File: src/rtl/tcdm_l2_responder.sv
// tcdm_l2_responder: XBAR_TCDM slave serving one L2 SRAM bank with fixed read latency and optional wait states
module tcdm_l2_responder #(
    parameter int unsigned RDATA_WIDTH    = 32,
    parameter logic [31:0] BASE_ADDR      = 32'h1C00_0000,
    parameter logic [31:0] SIZE_BYTES     = 32'h0008_0000,
    parameter int unsigned WAIT_CYCLES    = 0,
    parameter int unsigned MEM_ADDR_WIDTH = 17
) (
    input  logic                      clk_i,
    input  logic                      rst_ni,
    input  logic                      req_i,
    input  logic [31:0]               add_i,
    input  logic                      wen_i,
    input  logic [31:0]               wdata_i,
    input  logic [3:0]                be_i,
    output logic                      gnt_o,
    output logic                      r_valid_o,
    output logic [RDATA_WIDTH-1:0]    r_rdata_o,
    output logic                      r_opc_o,
    output logic                      mem_req_o,
    output logic                      mem_we_o,
    output logic [MEM_ADDR_WIDTH-1:0] mem_addr_o,
    output logic [RDATA_WIDTH/8-1:0]  mem_be_o,
    output logic [RDATA_WIDTH-1:0]    mem_wdata_o,
    input  logic [RDATA_WIDTH-1:0]    mem_rdata_i
);
    localparam int unsigned BW    = RDATA_WIDTH / 8;
    localparam int unsigned OFFB  = $clog2(BW);
    localparam int unsigned LANES = RDATA_WIDTH / 32;
    typedef enum logic [1:0] {IDLE, WAIT, RESP} state_t;
    state_t      r_state, w_next;
    logic [3:0]  r_cnt, w_cnt;
    logic [31:0] r_add, r_wdata;
    logic        r_wen;
    logic [3:0]  r_be;
    logic        w_accept, w_access, w_resp, w_a_wen, w_a_in, w_r_in;
    logic [31:0] w_a_add, w_a_wdata;
    logic [3:0]  w_a_be;
    logic [32:0] w_off;
    logic [1:0]  w_lane;

    function automatic logic in_range(input logic [31:0] a);
        return ({1'b0, a} >= {1'b0, BASE_ADDR}) && (({1'b0, a} - {1'b0, BASE_ADDR}) < {1'b0, SIZE_BYTES});
    endfunction

    always_comb begin
        w_accept  = rst_ni && req_i && (r_state == IDLE || r_state == RESP);
        w_access  = rst_ni && ((WAIT_CYCLES == 0) ? w_accept : (r_state == WAIT && r_cnt == 4'd0));
        w_a_add   = (WAIT_CYCLES == 0) ? add_i : r_add;
        w_a_wen   = (WAIT_CYCLES == 0) ? wen_i : r_wen;
        w_a_wdata = (WAIT_CYCLES == 0) ? wdata_i : r_wdata;
        w_a_be    = (WAIT_CYCLES == 0) ? be_i : r_be;
        w_a_in    = in_range(w_a_add);
        w_off     = {1'b0, w_a_add} - {1'b0, BASE_ADDR};
        w_lane    = w_off[3:2] & 2'(LANES - 1);
        w_resp    = rst_ni && r_state == RESP;
        w_r_in    = in_range(r_add);
        w_next    = (r_state == WAIT) ? ((r_cnt == 4'd0) ? RESP : WAIT)
                  : w_accept ? ((WAIT_CYCLES == 0) ? RESP : WAIT) : IDLE;
        w_cnt     = (r_state == WAIT) ? r_cnt - 4'd1 : 4'(WAIT_CYCLES - 1);
    end

    assign gnt_o       = w_accept;
    assign mem_req_o   = w_access && w_a_in;
    assign mem_we_o    = mem_req_o && !w_a_wen;
    assign mem_addr_o  = MEM_ADDR_WIDTH'(w_off >> OFFB);
    assign mem_be_o    = w_a_wen ? {BW{1'b1}} : (BW'(w_a_be) << {w_lane, 2'b00});
    assign mem_wdata_o = {LANES{w_a_wdata}};
    assign r_valid_o   = w_resp;
    assign r_opc_o     = w_resp && !w_r_in;
    // SRAM data is only meaningful for in-range reads; everything else returns zero
    assign r_rdata_o   = (w_resp && w_r_in && r_wen) ? mem_rdata_i : '0;

    always_ff @(posedge clk_i) begin
        if (!rst_ni) begin
            r_state <= IDLE;
            r_cnt   <= '0;
            r_add   <= '0;
            r_wen   <= 1'b0;
            r_wdata <= '0;
            r_be    <= '0;
        end else begin
            r_state <= w_next;
            r_cnt   <= w_cnt;
            if (w_accept) begin
                r_add   <= add_i;
                r_wen   <= wen_i;
                r_wdata <= wdata_i;
                r_be    <= be_i;
            end
        end
    end
endmodule
File: config.mk
export PLATFORM = sky130hd
export DESIGN_NAME = tcdm_l2_responder
export DESIGN_NICKNAME = d
export VERILOG_FILES = /design/src/rtl/tcdm_l2_responder.sv
export SDC_FILE = /design/constraint.sdc
export NUM_CORES = 1
export LEC_CHECK = 0
export BUFFER_PORTS_ARGS = -buffer_cell sky130_fd_sc_hd__buf_2
export CELL_PAD_IN_SITES_DETAIL_PLACEMENT = 1
export CELL_PAD_IN_SITES_GLOBAL_PLACEMENT = 2
export CORE_UTILIZATION = 17
export CTS_CLUSTER_SIZE = 25
export DETAILED_ROUTE_END_ITERATION = 6
export PLACE_DENSITY = 0.9
export SETUP_SLACK_MARGIN = 0.02
export SYNTH_ARGS = -nofsm -noshare
export SYNTH_HDL_FRONTEND = slang
export SYNTH_SLANG_ARGS = --single-unit
File: constraint.sdc
create_clock -name clk_i -period 2.1 [get_ports clk_i]
set_input_delay 0.21 -clock clk_i [delete_from_list [all_inputs] [get_ports clk_i]]
set_output_delay 0.21 -clock clk_i [all_outputs]
set_load 0.03 [all_outputs]
==> flow_metrics.env <==
export IMPL_die_area_mm2=0.0114
export IMPL_clk_latency_ns=0.25
export IMPL_grt_max_degree=27
export IMPL_synth_edf_count=0
export IMPL_start_util_pct=17.8
export IMPL_hold_buffers=0
export IMPL_status="complete, but fails checks"
export IMPL_critPathLaunchType="register"
export IMPL_pin_count=194
export IMPL_cts_root_buf="clkbuf_8"
export IMPL_grt_pass1_wl_um=7940
export IMPL_finalPower_w=0.00113
export IMPL_setup_violations=32
export IMPL_final_nets=358
export IMPL_via_count=1583
export IMPL_dr_wl_met3_um=365
export IMPL_synth_cells=206
export IMPL_finalMaxSlewViolations=0
export IMPL_seq_area_frac_synth_pct=21.5
export IMPL_failed_checks="setup timing"
export IMPL_antenna_left=0
export IMPL_setup_ws_ns=-0.0828
export IMPL_viasPerCell=4.10
export IMPL_worstPathMaxFanout=8
export IMPL_max_vdd_ir_drop_uv=207
export IMPL_synth_area_mm2=0.00186
export IMPL_hold_viol_final=0
export IMPL_crit_slowest_cell="dfxtp_2"
export IMPL_fin_crit_ns=2.18
export IMPL_cp_arrival_ns=1.97
export IMPL_synth_warning_count=0
export IMPL_dp_hpwl_um=3880
export IMPL_area_growth_pct=47.6
export IMPL_hold_path_class="in2reg"
export IMPL_row_count=37
export IMPL_dr_pass1_iters=4
export IMPL_numCtsBuffers=3
export IMPL_clk_pin_slew_ns=0.07
export IMPL_syn_num_nets=313
export IMPL_dp_cells=377
export IMPL_fp_dieW_um=107
export IMPL_criticalPathCategory="reg2out"
export IMPL_routedWlPerCell_um=13.2
export IMPL_fillers=1194
export IMPL_ys_types=32
export IMPL_drt_initial_drc_count=24
export IMPL_wl_um=5110
export IMPL_slew_headroom_pct=74.7
export IMPL_synth_seq_cells=20
export IMPL_wl_met2_um=2700
export IMPL_ff_latch_area_um2=403
export IMPL_track_usage_pct=8.73
export IMPL_postSynthAreaPerCell_um2=9.04
export IMPL_power_leakage_nw=1.28
export IMPL_synth_ff_type="dfxtp_1"
export IMPL_min_period_over_period_pct=104
export IMPL_crit_chain="ha_4 -> nor4b_4 -> nand4_1 -> buf_6 -> buf_16 -> nor4b_4 -> buf_6"
export IMPL_multi_input_area_mm2=0.00126
export IMPL_holdWs_ns=0.159
export IMPL_maxCapViolCount=0
export IMPL_grt_overflow=0
export IMPL_highest_layer="met4"
export IMPL_grt_pass1_vias=1621
export IMPL_h_tree_depth=1
export IMPL_end_kind="primary output"
export IMPL_place_congestion=0.675
export IMPL_finalNonFillerCells=386
export IMPL_worstPathRequired_ns=1.89
export IMPL_dp_slack_ns=0.0212
export IMPL_drc=0
export IMPL_core_area_mm2=0.0105
export IMPL_rsz0062_at_grt="true"
export IMPL_tritoncts="done"
export IMPL_m1WireLength_um=1950
export IMPL_drive_gt1_share_pct=62.4
export IMPL_antenna_found_initial=0
export IMPL_ys_async_sr_fraction_pct=0
export IMPL_cellPowerDensity_mw_per_mm2=411
export IMPL_antenna_cells=0
export IMPL_clkSinkCount=20
export IMPL_fin_worst_skew_ns=0.00342
export IMPL_cts_buffer_depth=2
export IMPL_slowest_delay_ns=0.34
export IMPL_io_buffers=93
export IMPL_fmax_mhz=458
export IMPL_worst_pin_slew_ns=0.377
export IMPL_die_h_um=107
==> power breakdown <==
part | switching (W) | leakage, nW | internal (W)
Sequential | 0.0000170 | 0.167 | 0.000404
Combinational | 0.000193 | 1.08 | 0.000141
Clock | 0.000121 | 0.0357 | 0.000254
==> cell usage after synthesis (3+ instances only) <==
cell | count | area (µm²)
nor4_1 | 3 | 18.8
ha_1 | 3 | 37.5
buf_4 | 49 | 368
or2_2 | 4 | 25.0
xnor2_1 | 3 | 26.3
clkbuf_1 | 9 | 33.8
nand2_1 | 32 | 120
buf_12 | 3 | 60.1
nand3_1 | 13 | 65.1
dfxtp_1 | 20 | 400
buf_2 | 6 | 30.0
nor3_1 | 3 | 15.0
nor4b_2 | 31 | 465
a21boi_0 | 6 | 45.0
==> through the flow <==
stage | utilization [%] | setup TNS, ns | cell area (µm²)
finish | 26.3 | -1.42 | 2750
floorplan | - | -0.392 | 2120
detailed placement | 22.8 | 0 | 2380
global placement | 22.8 | 0 | 2380
global route | 26.3 | -4.81 | 2750
CTS | 25.7 | -2.82 | 2690
==> per-layer routing <==
metal	vias to the layer above	track usage, %
li1	754	-
met1	718	9.69
met2	91	16.5
met3	20	1.70
met4	0	2.94
met5	-	0
==> final cells by class <==
| class | instances | area share [%] |
|---|---|---|
| multi-input combinational | 115 | 45.8 |
| clock buffer | 3 | 1.50 |
| sequential | 20 | 14.7 |
| timing repair buffer | 108 | 30.4 |
| tap | 136 | 6.19 |
| clock inverter | 1 | 1.09 |
| inverter | 3 | 0.410 |
==> cell usage in the layout, fill, tap and decap left out, types with 2 or more instances in the layout <==
master    count
buf_2        61
nand2_1      32
nor4b_4      31
buf_6        21
buf_4        20
dfxtp_1      18
nand3_1      13
a21boi_0      6
or2_2         4
nor3_1        3
nor4_1        3
xnor2_1       3
clkbuf_8      3
buf_16        3
buf_12        3
and3b_1       2
nor4b_2       2
inv_1         2
ha_1          2
dfxtp_2       2
==> worst max-delay path: cells and delay by family, from the launching register on <==
kind	cells	cell delay, ns
buf+inv	3	0.51
simple gates	3	0.63
fa+ha+maj	1	0.24
flops	1	0.34
==> repair_timing <==
action,CTS,global route
hold endpoints to repair,0,0
endpoints found under the setup margin,32,32
cloned,3,0
pin swaps,4,9
resized for setup,46,16
buffers inserted,2,0
==> registers in the layout, indices dropped and copies added (netlist names) <==
name,flops
r_state,2
r_cnt,4
r_add,13
r_wen,1
==> path summary, 6_finish.rpt <==
path / startpoint / endpoint / slack (ns) / cells past startpoint
worst max-delay path: r_add[27] / r_rdata_o[19] / -0.08 / 7
worst min-delay path: add_i[21] / r_add[21] / 0.16 / 3
worst max register to register: r_state[0] / r_add[26] / 0.96 / 5
worst min register to register: r_add[21] / r_add[21] / 0.46 / 2
==> cells by family after synthesis <==
group                      after synthesis  share of synthesized area (%)
AOI/OAI and AO/OA                       11                           4.23
xor gates and xnor gates                 4                           1.88
adders and majority gates                3                           2.02
buffers and inverters                   71                           27.6
DFF                                     20                           21.5
and+or+nand+nor                         97                           42.7
(Power assumes the default switching activity.)
